**src/rtl/bp_stream_mmio_host.sv**
```systemverilog
// Serializes each io_cmd as an opcode/addr/data packet of 32-bit flits, gathers read data, returns one io_resp.
// Flit 0 leaves one cycle after accept; stream_v_o/io_resp_v_o hold stable data until their handshake completes.
module bp_stream_mmio_host #(
  parameter int paddr_width_p       = 40,
  parameter int dword_width_p       = 64,
  parameter int cce_block_width_p   = 128,
  parameter int payload_width_p     = 8,
  parameter int msg_type_width_p    = 4,
  parameter int msg_size_width_p    = 3,
  parameter int stream_data_width_p = 32,
  parameter int nbf_opcode_width_p  = 8,
  parameter int nbf_addr_width_p    = paddr_width_p,
  parameter int nbf_data_width_p    = dword_width_p,
  localparam int hdr_width_lp = payload_width_p + msg_size_width_p + paddr_width_p + msg_type_width_p,
  localparam int cce_mem_msg_width_lp = hdr_width_lp + cce_block_width_p,
  localparam int pkt_width_lp = nbf_opcode_width_p + nbf_addr_width_p + nbf_data_width_p,
  localparam int nbf_num_flits_lp = (pkt_width_lp + stream_data_width_p - 1) / stream_data_width_p,
  localparam int rd_num_flits_lp = (nbf_data_width_p + stream_data_width_p - 1) / stream_data_width_p
) (
  input  logic                            clk_i,
  input  logic                            reset_n_i,
  input  logic [cce_mem_msg_width_lp-1:0] io_cmd_i,
  input  logic                            io_cmd_v_i,
  output logic                            io_cmd_ready_o,
  output logic [cce_mem_msg_width_lp-1:0] io_resp_o,
  output logic                            io_resp_v_o,
  input  logic                            io_resp_yumi_i,
  output logic [stream_data_width_p-1:0]  stream_data_o,
  output logic                            stream_v_o,
  input  logic                            stream_ready_i,
  input  logic [stream_data_width_p-1:0]  stream_data_i,
  input  logic                            stream_v_i,
  output logic                            stream_ready_o
);

  localparam int cnt_width_lp = (nbf_num_flits_lp > 1) ? $clog2(nbf_num_flits_lp) : 1;
  localparam int pkt_flat_width_lp = nbf_num_flits_lp * stream_data_width_p;
  localparam int rd_flat_width_lp = rd_num_flits_lp * stream_data_width_p;
  localparam logic [cnt_width_lp-1:0] send_last_lp = cnt_width_lp'(nbf_num_flits_lp - 1);
  localparam logic [cnt_width_lp-1:0] recv_last_lp = cnt_width_lp'(rd_num_flits_lp - 1);
  localparam logic [msg_type_width_p-1:0] e_cce_mem_wr    = msg_type_width_p'(1);
  localparam logic [msg_type_width_p-1:0] e_cce_mem_uc_wr = msg_type_width_p'(3);

  typedef struct packed {
    logic [payload_width_p-1:0]  payload;
    logic [msg_size_width_p-1:0] size;
    logic [paddr_width_p-1:0]    addr;
    logic [msg_type_width_p-1:0] msg_type;
  } hdr_t;

  typedef enum logic [1:0] {IDLE, SEND, RECV, RESP} state_e;

  state_e                          state_r;
  logic [cnt_width_lp-1:0]         cnt_r;
  hdr_t                            hdr_r;
  logic [nbf_data_width_p-1:0]     wdata_r;
  logic [rd_flat_width_lp-1:0]     rdata_r;

  logic                            is_wr;
  logic [1:0]                      size_code;
  logic [nbf_opcode_width_p-1:0]   opcode;
  logic [pkt_flat_width_lp-1:0]    pkt_flat;
  logic [cce_block_width_p-1:0]    resp_data;

  assign is_wr = (hdr_r.msg_type == e_cce_mem_wr) || (hdr_r.msg_type == e_cce_mem_uc_wr);

  // Anything wider than a dword is clamped to the 8-byte opcode; only the low dword travels.
  assign size_code = (hdr_r.size > msg_size_width_p'(3)) ? 2'd3 : hdr_r.size[1:0];

  always_comb begin
    opcode = '0;
    opcode[1:0] = size_code;
    opcode[4] = ~is_wr;
  end

  always_comb begin
    pkt_flat = '0;
    pkt_flat[pkt_width_lp-1:0] = {opcode, nbf_addr_width_p'(hdr_r.addr), wdata_r};
  end

  assign resp_data = is_wr ? '0 : cce_block_width_p'(rdata_r[nbf_data_width_p-1:0]);

  assign io_cmd_ready_o = reset_n_i && (state_r == IDLE);
  assign stream_v_o     = reset_n_i && (state_r == SEND);
  assign stream_ready_o = reset_n_i && (state_r == RECV);
  assign io_resp_v_o    = reset_n_i && (state_r == RESP);
  assign stream_data_o  = pkt_flat[cnt_r*stream_data_width_p +: stream_data_width_p];
  assign io_resp_o      = {resp_data, hdr_r};

  always_ff @(posedge clk_i) begin
    if (!reset_n_i) begin
      state_r <= IDLE;
      cnt_r   <= '0;
      hdr_r   <= '0;
      wdata_r <= '0;
      rdata_r <= '0;
    end else begin
      case (state_r)
        IDLE: begin
          if (io_cmd_v_i) begin
            hdr_r   <= io_cmd_i[hdr_width_lp-1:0];
            wdata_r <= io_cmd_i[hdr_width_lp +: nbf_data_width_p];
            rdata_r <= '0;
            cnt_r   <= '0;
            state_r <= SEND;
          end
        end
        SEND: begin
          if (stream_ready_i) begin
            if (cnt_r == send_last_lp) begin
              cnt_r   <= '0;
              state_r <= is_wr ? RESP : RECV;
            end else begin
              cnt_r <= cnt_r + 1'b1;
            end
          end
        end
        RECV: begin
          if (stream_v_i) begin
            rdata_r[cnt_r*stream_data_width_p +: stream_data_width_p] <= stream_data_i;
            if (cnt_r == recv_last_lp) begin
              cnt_r   <= '0;
              state_r <= RESP;
            end else begin
              cnt_r <= cnt_r + 1'b1;
            end
          end
        end
        RESP: begin
          if (io_resp_yumi_i) state_r <= IDLE;
        end
        default: state_r <= IDLE;
      endcase
    end
  end

  generate
    if (cce_block_width_p > nbf_data_width_p) begin : g_cmd_hi
      logic cmd_unused;
      assign cmd_unused = ^io_cmd_i[cce_mem_msg_width_lp-1:hdr_width_lp+nbf_data_width_p];
    end
  endgenerate

endmodule
```
**config.mk**
```make
export PLATFORM = sky130hd
export DESIGN_NAME = bp_stream_mmio_host
export DESIGN_NICKNAME = d
export VERILOG_FILES = /design/src/rtl/bp_stream_mmio_host.sv
export SDC_FILE = /design/constraint.sdc
export NUM_CORES = 1
export LEC_CHECK = 0
export BUFFER_PORTS_ARGS = -buffer_cell sky130_fd_sc_hd__buf_4
export CAP_MARGIN = 20
export CORE_MARGIN = 5
export CORE_UTILIZATION = 30
export CTS_BUF_LIST = sky130_fd_sc_hd__clkbuf_8
export DETAILED_ROUTE_END_ITERATION = 8
export PLACE_DENSITY = 0.64
export SLEW_MARGIN = 5
export SYNTH_ARGS = -nofsm -noshare
export SYNTH_HDL_FRONTEND = slang
export SYNTH_SLANG_ARGS = --single-unit
export TNS_END_PERCENT = 1
```
**constraint.sdc**
```tcl
create_clock -name clk_i -period 6.93 [get_ports clk_i]
set_clock_uncertainty 0.1 [all_clocks]
set_input_delay 0.3465 -clock clk_i [delete_from_list [all_inputs] [get_ports clk_i]]
set_output_delay 0.3465 -clock clk_i [all_outputs]
set_load 0.02 [all_outputs]
```
==> impl_metrics.py <==
metrics = {
    "yosys": {
        "syn_avg_cell_area_sq_um": 8.31,
        "synth_simple_gate_area_share_pct": 22.4,
        "synthAdderAreaFrac_pct": 1.62,
        "syn_inst": 1024,
        "synth_top_family_by_area": "simple AND/OR/NAND/NOR gates",
        "async_flop_share_pct": 0,
        "synth_compound_area_share_pct": 13.8,
        "synth_seq_area_share_pct": 44.0,
        "synth_seq_cells": 187,
        "synth.area.mux_share_pct": 8.01,
        "synthesis.area_sq_um": 8510,
        "ys_types": 39,
        "synth_edf_count": 0,
        "yosys_warnings": 0,
        "synth-xor-area-share_pct": 0,
        "synth_top_flop_cell": "dfxtp_1",
    },
    "routing": {
        "drt_iter0_markers": 436,
        "vias": 8229,
        "firstDrtPassIters": 4,
        "ant_nets": 0,
        "wl_um": 28000,
        "viasPerCell": 4.56,
        "routedWlPerCell_um": 15.5,
        "drc": 0,
    },
    "clock_tree": {
        "cts_buffer_depth": 2,
        "clk_pin_slew_ns": 0.11,
        "cts_max_level": 4,
        "postCtsResizedCells": 0,
        "cts_tree": "yes",
        "post_cts_buffers": 0,
        "insertion_delay_ns": 0.47,
        "cts_root_buf": "clkbuf_8",
        "numCtsBuffers": 17,
        "cts_sinks": 187,
    },
    "timing": {
        "tightest_slew_ns": 1.05,
        "period_share_pct": 45.2,
        "max-slew-margin-rel_pct": 30.0,
        "final-hold-violation-count": 0,
        "setup_violations": 0,
        "period_minus_slack_ns": 3.13,
        "drv_slew": 0,
        "max_freq_mhz": 319,
        "finalSetupTns_ns": 0,
        "rsz0062_at_grt": "false",
        "timing.final.ws_setup_ns": 3.80,
    },
    "floorplanning": {
        "pin_count": 440,
        "die_w_um": 178,
        "start_util_pct": 30.5,
        "die_y_um": 178,
        "rows": 61,
        "core_area_sq_um": 27900,
        "dieArea_sq_um": 31800,
    },
    "placed_design": {
        "place_congestion": 0.773,
        "port_buffers": 311,
        "dp_cells": 1642,
        "dp_slack_ns": 3.72,
        "post-dp-hpwl_um": 18200,
    },
    "global_routing": {
        "antenna_found_initial": 0,
        "grt_pass1_vias": 7956,
        "grt_start_max_net_pins": 94,
        "grt_usage_pct": 16.6,
        "grt_pass1_wl_um": 42300,
        "overflow": 0,
    },
    "worst_setup_path": {
        "start_kind": "register",
        "path_class": "register to register",
        "crit_fanout": 53,
        "crit_required_ns": 7.21,
        "crit_path_end_kind": "register",
        "cp.arrival_ns": 3.41,
    },
    "final_layout": {
        "fin_nets": 1646,
        "antenna_cells": 0,
        "utilization_pct": 44.9,
        "seq_area_sq_um": 3750,
        "fin_cells": 1805,
        "drive_gt1_share_pct": 26.5,
        "final.fill_count": 2717,
        "multi_input_area_sq_um": 4160,
        "syn_to_final_growth_pct": 47.3,
    },
    "status": {
        "status": "finished clean",
    },
    "power_and_ir_drop": {
        "p_total_mw": 3.23,
        "ir_worst_vdd_mv": 0.119,
        "power.leakage_nw": 5.44,
        "p_per_area_nw_per_um2": 258,
    },
    "min_path": {
        "hp-class": "primary input to register",
    },
    "flow_run": {
        "drv_cap": 0,
    },
}
[critical path: stages (launching register included)]
cell and delay [ns]:
dfxtp_2 0.32, buf_4 0.64, inv_1 0.23, ha_1 0.39, and4bb_2 0.32, nor3b_2 0.77, a22oi_1 0.15, nor2_1 0.13
[final cells by class]
cell class | count | share of cell area [%]
well taps | 378 | 3.77
clock inverters | 15 | 1.47
inverters | 9 | 0.289
multi-input cells | 749 | 33.2
flip-flops and latches | 187 | 29.9
clock buffers | 17 | 1.87
repair buffers | 450 | 29.6
[per-stage QoR]
stage               cell area, sq um  hold WS (ns)
finish                         12500        0.0407
global route                   12500       0.00262
CTS                            12500      0.000528
detailed placement             10800         0.346
global placement               10800         0.340
floorplan                       8750         0.333
[cells by family after synthesis]
logic type	after synthesis
adder cells (fa/ha/maj)	11
multiplexers	54
AO/OA/AOI/OAI	196
other	1
AND/OR/NAND/NOR	424
flip-flops	187
buffers and inverters	151
[where the power goes]
part	switching (mW)	internal, mW
logic	0.710	0.458
registers	0.0853	1.21
clock network	0.462	0.307
total	1.26	1.97
[cell usage after synthesis (all sizes together), types with 13 or more instances]
cell      n  area share, %
nand2   265             12
dfxtp   187             44
a21oi   133            8.0
buf      92            7.6
nor2b    65            4.8
clkbuf   50            2.2
mux2i    43            5.1
nor2     36            1.6
and2     23            1.7
a32o     20            2.4
o22ai    14            1.0
a22oi    13            1.1
nand2b   13           0.96
nand3    13           0.76
[worst paths after layout]
| path | slack (ns) | cells past startpoint | endpoint | start |
|---|---|---|---|---|
| max | 3.80 | 7 | rdata_r[19] | cnt_r[0] |
| min | 0.04 | 3 | wdata_r[4] | io_cmd_i[59] |
| max reg2reg | 3.80 | 7 | rdata_r[19] | cnt_r[0] |
| min reg2reg | 0.36 | 2 | wdata_r[10] | wdata_r[10] |
[timing repair]
item / in CTS / in global routing
endpoints found under the setup margin: 0 / 0
hold buffers: 130 / 1
endpoints found under the hold margin: 130 / 1
[cells in the final DEF, fill, tap and decap left out, types with 3 or more instances in the layout]
cell type / Yosys / layout
a21oi_1: 132 / 132
nor2b_1: 65 / 65
a22oi_1: 13 / 13
clkinv_8: 0 / 4
a32o_1: 20 / 20
and2_1: 23 / 22
dfxtp_1: 187 / 185
mux4_2: 11 / 11
conb_1: 1 / 64
nand2_1: 265 / 264
nor2_1: 36 / 36
buf_4: 71 / 319
inv_1: 9 / 8
dlygate4sd3_1: 0 / 131
clkbuf_8: 0 / 17
mux2i_1: 42 / 42
nand2b_1: 13 / 13
clkinv_4: 0 / 4
o21ai_0: 8 / 8
inv_6: 0 / 3
o22ai_1: 14 / 14
ha_1: 11 / 11
nand3_1: 13 / 13
[registers in the layout, summed over array words and instances (netlist names)]
register,cells
rdata_r,64
state_r,2
wdata_r,64
cnt_r,2
io_resp_o,55
[layer usage]
layer	track usage (%)	vias to the layer above	wire (um)
met5	0	-	0
met4	5.69	0	610
met3	5.40	31	2460
met2	28.0	285	13400
met1	19.9	3872	11600
li1	-	4041	-
(Power assumes the default switching activity.)
